===== config.mk =====
export PLATFORM = sky130hd
export DESIGN_NAME = muldiv_seq
export DESIGN_NICKNAME = d
export VERILOG_FILES = /design/src/rtl/muldiv_seq.sv
export SDC_FILE = /design/constraint.sdc
export NUM_CORES = 1
export LEC_CHECK = 0
export CORE_UTILIZATION = 34
export DETAILED_ROUTE_END_ITERATION = 10
export PLACE_DENSITY = 0.52
export SYNTH_ARGS = -nofsm -noshare
export SYNTH_HDL_FRONTEND = slang
export SYNTH_SLANG_ARGS = --single-unit

===== constraint.sdc =====
create_clock -name clk -period 4.3 [get_ports clk]
set_clock_uncertainty 0.1 [all_clocks]
set_input_delay 0.43 -clock clk [delete_from_list [all_inputs] [get_ports clk]]
set_output_delay 0.43 -clock clk [all_outputs]
set_load 0.005 [all_outputs]

===== src/rtl/muldiv_seq.sv =====
// Iterative RV32M multiply/divide sequencer: 32-step shift-add multiply and restoring divide.
// Define MULDIV_FAST_MUL_EN to resolve multiplies with one combinational 33x33 multiply instead.
module muldiv_seq #(
    parameter int XLEN  = 32,
    parameter int CNT_W = 5
) (
    input  logic            clk,
    input  logic            reset_n,
    input  logic            start,
    input  logic [4:0]      op,
    input  logic [XLEN-1:0] a,
    input  logic [XLEN-1:0] b,
    input  logic            flush,
    output logic            busy,
    output logic            stall,
    output logic            done,
    output logic [XLEN-1:0] result
);
    localparam logic [4:0] OP_MUL    = 5'b10010;
    localparam logic [4:0] OP_MULH   = 5'b10011;
    localparam logic [4:0] OP_MULHSU = 5'b10100;
    localparam logic [4:0] OP_MULHU  = 5'b10101;
    localparam logic [4:0] OP_DIV    = 5'b10110;
    localparam logic [4:0] OP_DIVU   = 5'b10111;
    localparam logic [4:0] OP_REM    = 5'b11000;
    localparam logic [4:0] OP_REMU   = 5'b11001;

    localparam logic [1:0] S_IDLE  = 2'd0;
    localparam logic [1:0] S_CALC  = 2'd1;
    localparam logic [1:0] S_FIXUP = 2'd2;
    localparam logic [1:0] S_DONE  = 2'd3;

    logic [1:0]      r_state;
    logic [CNT_W-1:0] r_count;
    logic [4:0]      r_op;
    logic            r_neg;
    logic            r_a_neg;
    logic [XLEN-1:0] r_hi;
    logic [XLEN-1:0] r_lo;
    logic [XLEN-1:0] r_opnd;
    logic [XLEN-1:0] r_result;

    logic            w_valid, w_is_div, w_sgn_a, w_sgn_b, w_a_neg, w_b_neg;
    logic            w_div0, w_ovf, w_early;
    logic [XLEN-1:0] w_a_mag, w_b_mag, w_early_res;
    logic            w_r_is_div;

    assign w_valid  = (op >= OP_MUL) && (op <= OP_REMU);
    assign w_is_div = (op >= OP_DIV);
    assign w_sgn_a  = (op == OP_MULH) || (op == OP_MULHSU) || (op == OP_DIV) || (op == OP_REM);
    assign w_sgn_b  = (op == OP_MULH) || (op == OP_DIV) || (op == OP_REM);
    assign w_a_neg  = w_sgn_a & a[XLEN-1];
    assign w_b_neg  = w_sgn_b & b[XLEN-1];
    assign w_a_mag  = w_a_neg ? (~a + 1'b1) : a;
    assign w_b_mag  = w_b_neg ? (~b + 1'b1) : b;
    assign w_div0   = w_is_div && (b == '0);
    assign w_ovf    = ((op == OP_DIV) || (op == OP_REM)) && (a == {1'b1, {(XLEN-1){1'b0}}}) && (b == '1);

`ifdef MULDIV_FAST_MUL_EN
    logic [2*XLEN:0]   w_a33x, w_b33x;
    logic [2*XLEN-1:0] w_fprod;
    assign w_a33x  = {{(XLEN+1){w_a_neg}}, a};
    assign w_b33x  = {{(XLEN+1){w_b_neg}}, b};
    assign w_fprod = w_a33x[2*XLEN-1:0] * w_b33x[2*XLEN-1:0];
    assign w_early = w_div0 | w_ovf | ~w_is_div;
`else
    assign w_early = w_div0 | w_ovf;
`endif

    always_comb begin
        w_early_res = '0;
        if (w_div0) begin
            w_early_res = ((op == OP_DIV) || (op == OP_DIVU)) ? '1 : a;
        end else if (w_ovf) begin
            w_early_res = (op == OP_DIV) ? {1'b1, {(XLEN-1){1'b0}}} : '0;
        end
`ifdef MULDIV_FAST_MUL_EN
        else if (!w_is_div) begin
            w_early_res = (op == OP_MUL) ? w_fprod[XLEN-1:0] : w_fprod[2*XLEN-1:XLEN];
        end
`endif
    end

    // One restoring-divide step: shift in the next dividend bit, subtract when it fits.
    logic [XLEN:0]   w_shift;
    logic            w_ge;
    logic [XLEN-1:0] w_diff;
    logic [XLEN:0]   w_sum;
    assign w_r_is_div = (r_op >= OP_DIV);
    assign w_shift    = {r_hi, r_lo[XLEN-1]};
    assign w_ge       = (w_shift >= {1'b0, r_opnd});
    assign w_diff     = w_shift[XLEN-1:0] - r_opnd;
    assign w_sum      = {1'b0, r_hi} + (r_lo[0] ? {1'b0, r_opnd} : '0);

    logic [2*XLEN-1:0] w_prod_s;
    logic [XLEN-1:0]   w_quo, w_rem, w_fix_res;
    assign w_prod_s = r_neg ? (~{r_hi, r_lo} + 1'b1) : {r_hi, r_lo};
    assign w_quo    = r_neg ? (~r_lo + 1'b1) : r_lo;
    assign w_rem    = r_a_neg ? (~r_hi + 1'b1) : r_hi;

    always_comb begin
        case (r_op)
            OP_MUL:                        w_fix_res = w_prod_s[XLEN-1:0];
            OP_MULH, OP_MULHSU, OP_MULHU:  w_fix_res = w_prod_s[2*XLEN-1:XLEN];
            OP_DIV, OP_DIVU:               w_fix_res = w_quo;
            default:                       w_fix_res = w_rem;
        endcase
    end

    always_ff @(posedge clk or negedge reset_n) begin
        if (!reset_n) begin
            r_state  <= S_IDLE;
            r_count  <= '0;
            r_op     <= '0;
            r_neg    <= 1'b0;
            r_a_neg  <= 1'b0;
            r_hi     <= '0;
            r_lo     <= '0;
            r_opnd   <= '0;
            r_result <= '0;
        end else begin
            case (r_state)
                S_IDLE: begin
                    if (start && w_valid && !flush) begin
                        if (w_early) begin
                            r_state  <= S_DONE;
                            r_result <= w_early_res;
                        end else begin
                            r_state <= S_CALC;
                            r_count <= '0;
                            r_op    <= op;
                            r_neg   <= w_a_neg ^ w_b_neg;
                            r_a_neg <= w_a_neg;
                            r_hi    <= '0;
                            r_lo    <= w_is_div ? w_a_mag : w_b_mag;
                            r_opnd  <= w_is_div ? w_b_mag : w_a_mag;
                        end
                    end
                end
                S_CALC: begin
                    if (flush) begin
                        r_state <= S_IDLE;
                    end else begin
                        if (w_r_is_div) begin
                            r_hi <= w_ge ? w_diff : w_shift[XLEN-1:0];
                            r_lo <= {r_lo[XLEN-2:0], w_ge};
                        end else begin
                            r_hi <= w_sum[XLEN:1];
                            r_lo <= {w_sum[0], r_lo[XLEN-1:1]};
                        end
                        r_count <= r_count + 1'b1;
                        if (r_count == '1) r_state <= S_FIXUP;
                    end
                end
                S_FIXUP: begin
                    if (flush) begin
                        r_state <= S_IDLE;
                    end else begin
                        r_state  <= S_DONE;
                        r_result <= w_fix_res;
                    end
                end
                default: r_state <= S_IDLE;
            endcase
        end
    end

    assign busy   = (r_state != S_IDLE);
    assign stall  = ((r_state == S_IDLE) && start && w_valid && !flush) ||
                    (r_state == S_CALC) || (r_state == S_FIXUP);
    assign done   = (r_state == S_DONE) && !flush;
    assign result = r_result;
endmodule


Word level (Yosys, flattened, before mapping)
Index checks and enable logic that the tools add are counted.

Flip-flop bits (word level): 142. Input port bits: 73. Output and inout bits: 35. Logic and storage cells: 124.

Add/sub/neg operators: 8. Magnitude comparators: 5. Equal/unequal tests: 23. Multiplexer cells: 38. Bitwise gates (word level): 10. Reduce and logical (&&, ||, !) cells: 31.

Operators by type and width (count): $mux W32 (23); $pmux W32 S2 (3); $add A32 B1 Y32 const B (4); $not A32 Y32 (4); $pmux W32 S3 (1); $add A64 B1 Y64 const B (1); $eq A32 B32 Y1 const B (2); $mux W64 (1); $not A64 Y64 (1); $eq A5 B5 Y1 const B (12); $add A32 B32 Y33 (1); $ge A33 B32 Y1 (1); $logic_not A32 Y1 (1); $sub A32 B32 Y32 (1); $ge A5 B5 Y1 const B (3); $mux W5 (3); $logic_and A1 B1 Y1 (10); $mux W2 (5); $ne A2 B2 Y1 const B (5); $pmux W5 S2 (1); $logic_or A1 B1 Y1 (9); $reduce_and A4 Y1 (2); $pmux W2 S3 (1); $reduce_bool A2 Y1 (3); 15 further kinds (17).

Logic depth before layout (Yosys ltp)
Word-level depth: 10. Gate-level depth with buffers: 14. Mapped depth without buffers: 13.

Worst setup path after synthesis
No wires, ideal clock.

Path type: register to register. Start: register r_hi[1]. End: register r_result[16], in the netlist result[16]. Library setup time: 0.142 ns. Arrival: 3.323 ns. Data required time: 4.058 ns. Slack: 0.735 ns. Stages on the path, launching flop included: 13. Buffers on the path: 1. Clock period less this slack: 3.565 ns. Cell sequence: dfrtp_1 inv_1 ha_1 or3b_4 or4b_4 buf_6 or4_4 or4b_4 o21ai_2 xnor2_1 o22ai_2 o21ai_1 a31oi_2.

Longest elaborated chain between the ends: 6. Elaborated cells on any way between the ends: 9. Classes of those cells: add/sub (2); mux (5); bitwise (2).

RTL lines: from (decl) (RTL line 38) `logic [XLEN-1:0] r_hi;`; from (signal assigned) (RTL line 145) `r_hi <= w_ge ? w_diff : w_shift[XLEN-1:0];`; from (signal assigned) (RTL line 148) `r_hi <= w_sum[XLEN:1];`; $not A64 Y64 / $not A32 Y32 (equally long branches) (RTL line 97, 99); $add A64 B1 Y64 / $add A32 B1 Y32 (equally long branches) (RTL line 97, 99); $mux W64 / $mux W32 (equally long branches) (RTL line 97, 99); $pmux W32 S3 (*) (RTL line 102) `case (r_op)`; $mux W32 (*) (RTL line 156) `if (flush) begin`; $pmux W32 S2 (*) (RTL line 122) `case (r_state)`; to (signal assigned) (RTL line 127) `r_result <= w_early_res;`; to (signal assigned) (RTL line 160) `r_result <= w_fix_res;`; to (decl) (RTL line 41) `logic [XLEN-1:0] r_result;`.

Mark *: on every way between the ends. The rest lies on a longest branch, timed or not. The select of a mux whose other input is x is not followed. A chain may end at the register's enable or synchronous reset.

Final worst setup path
Start: register r_lo[0]. End: register r_hi[31].

Longest elaborated chain between the ends: 5.

RTL lines: from (decl) (RTL line 39) `logic [XLEN-1:0] r_lo;`; from (signal assigned) (RTL line 135) `r_lo <= w_is_div ? w_a_mag : w_b_mag;`; from (signal assigned) (RTL line 146) `r_lo <= {r_lo[XLEN-2:0], w_ge};`; from (signal assigned) (RTL line 149) `r_lo <= {w_sum[0], r_lo[XLEN-1:1]};`; $mux W32 (RTL line 93) `assign w_sum = {1'b0, r_hi} + (r_lo[0] ? {1'b0, r_opnd} : '0);`; $add A32 B32 Y33 (RTL line 93); $mux W32 (RTL line 144) `if (w_r_is_div) begin`; $mux W32 (RTL line 141) `if (flush) begin`; $pmux W32 S2 (RTL line 122).

No other way between the ends. The select of a mux whose other input is x is not followed.

==> metrics.yaml <==
placed_design:
  gp_congestion: 0.952
  place_ws_ns: 0.173
  place_hpwl_um: 51000
  io_buffers: 107
  dp.cells: 2708
drt:
  via_count: 16300
  ant_nets: 0
  totalWireLength_um: 64500
  drtIter0Drc: 1684
  drtPass1Iterations: 5
  wl_per_cell_um: 23.5
  viasPerCell: 5.93
  drc: 0
timing:
  rsz0062_at_grt: "false"
  hold_violations: 0
  tns_ns: 0
  setup_viol: 0
  max_freq_mhz: 252
  slew_viol_final: 0
  timing.final.crit_share_pct: 92.3
  tightest_slew_ns: 1.27
  slew_headroom_pct: 15.6
  fin_ws_ns: 0.333
  fin_crit_ns: 3.97
  hold_ws_ns: 0.388
clock_network:
  numCtsBuffers: 17
  cts_tree: "built"
  post_cts_buffers: 0
  root_buffer: "clkbuf_16"
  cts_num_sinks: 142
  clk_latency_ns: 0.46
  post_cts_resize_count: 0
  clk_path_buf_depth: 2
  ctsHtreeMaxLevel: 4
  clkTransAtPathRegs_ns: 0.08
die:
  ios: 108
  dieHeight_um: 212
  dieWidth_um: 212
  core_area_um2: 43400
  initial_core_util_pct: 34.7
  die_area_um2: 45200
  num_rows: 76
power:
  p_leak_nw: 7.34
  power.density_nw_per_um2: 606
  ir_drop_mv: 0.294
worst_hold_path:
  hold_path.class: "flop to flop"
  hold_start: "r_opnd[6]"
  min_to: "r_opnd[6]"
  hold_path_depth: 2
setup_path:
  r2r_end: "r_hi[31]"
  regToRegSetupSlack_ns: 0.33
  cp_max_fo: 6
  crit_arrival_ns: 4.24
  cp_slowest_cell: "a31oi_1"
  cp_cell_sequence: "and2_1 -> ha_1 -> inv_1 -> fa_1 -> nand2b_1 -> a21o_1 -> a31oi_1 -> a21o_1 -> a2111oi_0 -> buf_4 -> a211o_1 -> o21ai_0 -> o311ai_0 -> o21ai_0"
  r2r-start: "r_lo[0]"
  endpoint_kind: "flop"
  worstPathRequired_ns: 4.58
  crit_buf_inv: 2
  crit_type: "flop to flop"
  max_stage_delay_ns: 0.50
  worstRegToRegCells: 14
  crit_family: "compound AO/OA/AOI/OAI gates"
  critPathLaunchType: "flop"
logic_synthesis:
  syn_inst: 2063
  synth_commonest_cells: "nand2_1 (301), o21ai_0 (206), nor2_1 (191), dfrtp_1 (142), a21oi_1 (138)"
  syn_avg_cell_area_um2: 7.30
  synth-async-reset-ratio_pct: 100
  ys_types: 76
  syn_area_um2: 15100
  yosysMostFrequentCell: "nand2_1"
  synth-seq-cells: 142
  ys_seq_area_share_pct: 23.6
  synth.area.top_cells: "dfrtp_1 (24%), nand2_1 (7.5%), o21ai_0 (6.8%)"
  syn_nets: 2209
  yosys_most_used_dff: "dfrtp_1"
  yosysWarnings: 0
  synth-edff-count: 0
  yosysTopAreaCell: "dfrtp_1"
  synth_top_area_share_pct: 23.6
grt:
  grtUsageMet1_pct: 39.7
  grt_usage_pct: 28.7
  gr-total-overflow: 0
  grtUsageMet2_pct: 44.9
  grt_max_degree: 75
  grt_pass1_vias: 15100
  grt.met3_usage_pct: 5.35
  grt_busiest_layer: "met2"
  grt_antenna_before_repair: 6
  grt_pass1_wl_um: 96700
layout:
  areaGrowthSynthToFinish_pct: 17.7
  layout-drive-gt1-share_pct: 8.12
  final_cell_count_no_fill: 2744
  nets: 2289
  final.fill_count: 4592
job:
  cap_violations: 0
run_status:
  status: "finished, final reports clean"
==> per-stage QoR <==
stage / area [um2] / util (%) / total power (W)
CTS: 17700 / 40.9 / 0.0107
global route: 17700 / 40.9 / 0.0115
floorplan: 15100 / - / 0.00684
detailed placement: 17100 / 39.5 / 0.00909
finish: 17700 / 40.9 / 0.0108
global placement: 17100 / 39.5 / 0.00906
==> layer usage <==
layer | part of all wire, % | up-vias
met1 | 45 | 7947
li1 | - | 7618
met2 | 45 | 618
met3 | 7.2 | 90
met4 | 2.7 | 6
met5 | 0.046 | -
==> kinds of logic (layout without fill, tap and decap cells) <==
group                    count (synthesis)  after routing  share of synthesized area, %
adder cells (fa/ha/maj)                 73             73                          6.16
AO/OA/AOI/OAI                          678            678                          28.3
AND/OR/NAND/NOR                        723            723                          21.9
buffers and inverters                  205            298                          5.43
flip-flops                             142            142                          23.6
other                                    0              3                             0
multiplexers                            53             53                          3.66
XOR/XNOR                               189            189                          11.0
==> timing repair <==
item | in CTS | in global routing
endpoints found under the setup margin | 0 | 0
endpoints found under the hold margin | 73 | 0
hold buffers | 1 | 0
==> worst max path at each step <==
stage	slack (ns)	cells after the start	to	startpoint
after floorplan	0.73	12	result[16]	r_hi[1]
after global placement	0.23	10	r_hi[30]	a[14]
after detailed placement	0.17	10	r_hi[30]	a[14]
after CTS	0.42	14	r_hi[31]	r_lo[0]
after global routing	0.06	14	r_hi[31]	r_lo[0]
final	0.33	14	r_hi[31]	r_lo[0]
==> worst min-delay path: stages, from the launching register on <==
cell     delay, ns
dfrtp_1       0.35
nand2_1       0.05
o21ai_0       0.06
==> final cells by class <==
type                            instances  area (um2)  area share, %
Antenna cell                            3        7.51         0.0423
Clock buffer                           19         443           2.50
Clock inverter                         13         124          0.699
Inverter                               60         225           1.27
Multi-Input combinational cell       1716       10700           60.5
Sequential cell                       142        3550           20.1
Tap cell                              585         732           4.13
Timing Repair Buffer                  206        1920           10.8
==> sequential cells by signal, summed over array words and instances, names as in the netlist <==
register  flops
r_neg         1
r_lo         32
result       32
r_hi         32
r_op          5
r_opnd       32
r_count       5
r_a_neg       1
r_state       2
==> layout by cell type (no fill, tap or decap), drive strengths merged, types with 13 or more instances in the layout <==
| master | synthesis | routed |
|---|---|---|
| a21o | 42 | 42 |
| a21oi | 138 | 138 |
| a22oi | 28 | 28 |
| a31oi | 54 | 54 |
| buf | 32 | 99 |
| clkbuf | 113 | 19 |
| clkdlybuf4s50 | 0 | 106 |
| dfrtp | 142 | 142 |
| ha | 71 | 71 |
| inv | 60 | 67 |
| mux2 | 17 | 17 |
| mux2i | 36 | 36 |
| nand2 | 301 | 301 |
| nand2b | 17 | 17 |
| nand3 | 37 | 37 |
| nand4 | 22 | 22 |
| nor2 | 191 | 191 |
| nor3 | 39 | 39 |
| nor4 | 13 | 13 |
| o211ai | 33 | 33 |
| o21ai | 213 | 213 |
| o22ai | 19 | 19 |
| o31ai | 34 | 34 |
| o41ai | 16 | 16 |
| or3 | 22 | 22 |
| or4 | 22 | 22 |
| xnor2 | 78 | 78 |
| xor2 | 111 | 111 |
==> power by group <==
part	internal, W	switching (W)	total [W]
combinational	0.00272	0.00427	0.00699
clock	0.000780	0.000735	0.00152
sequential	0.00168	0.000571	0.00225
Note: power is estimated with default switching activity, not from simulation.
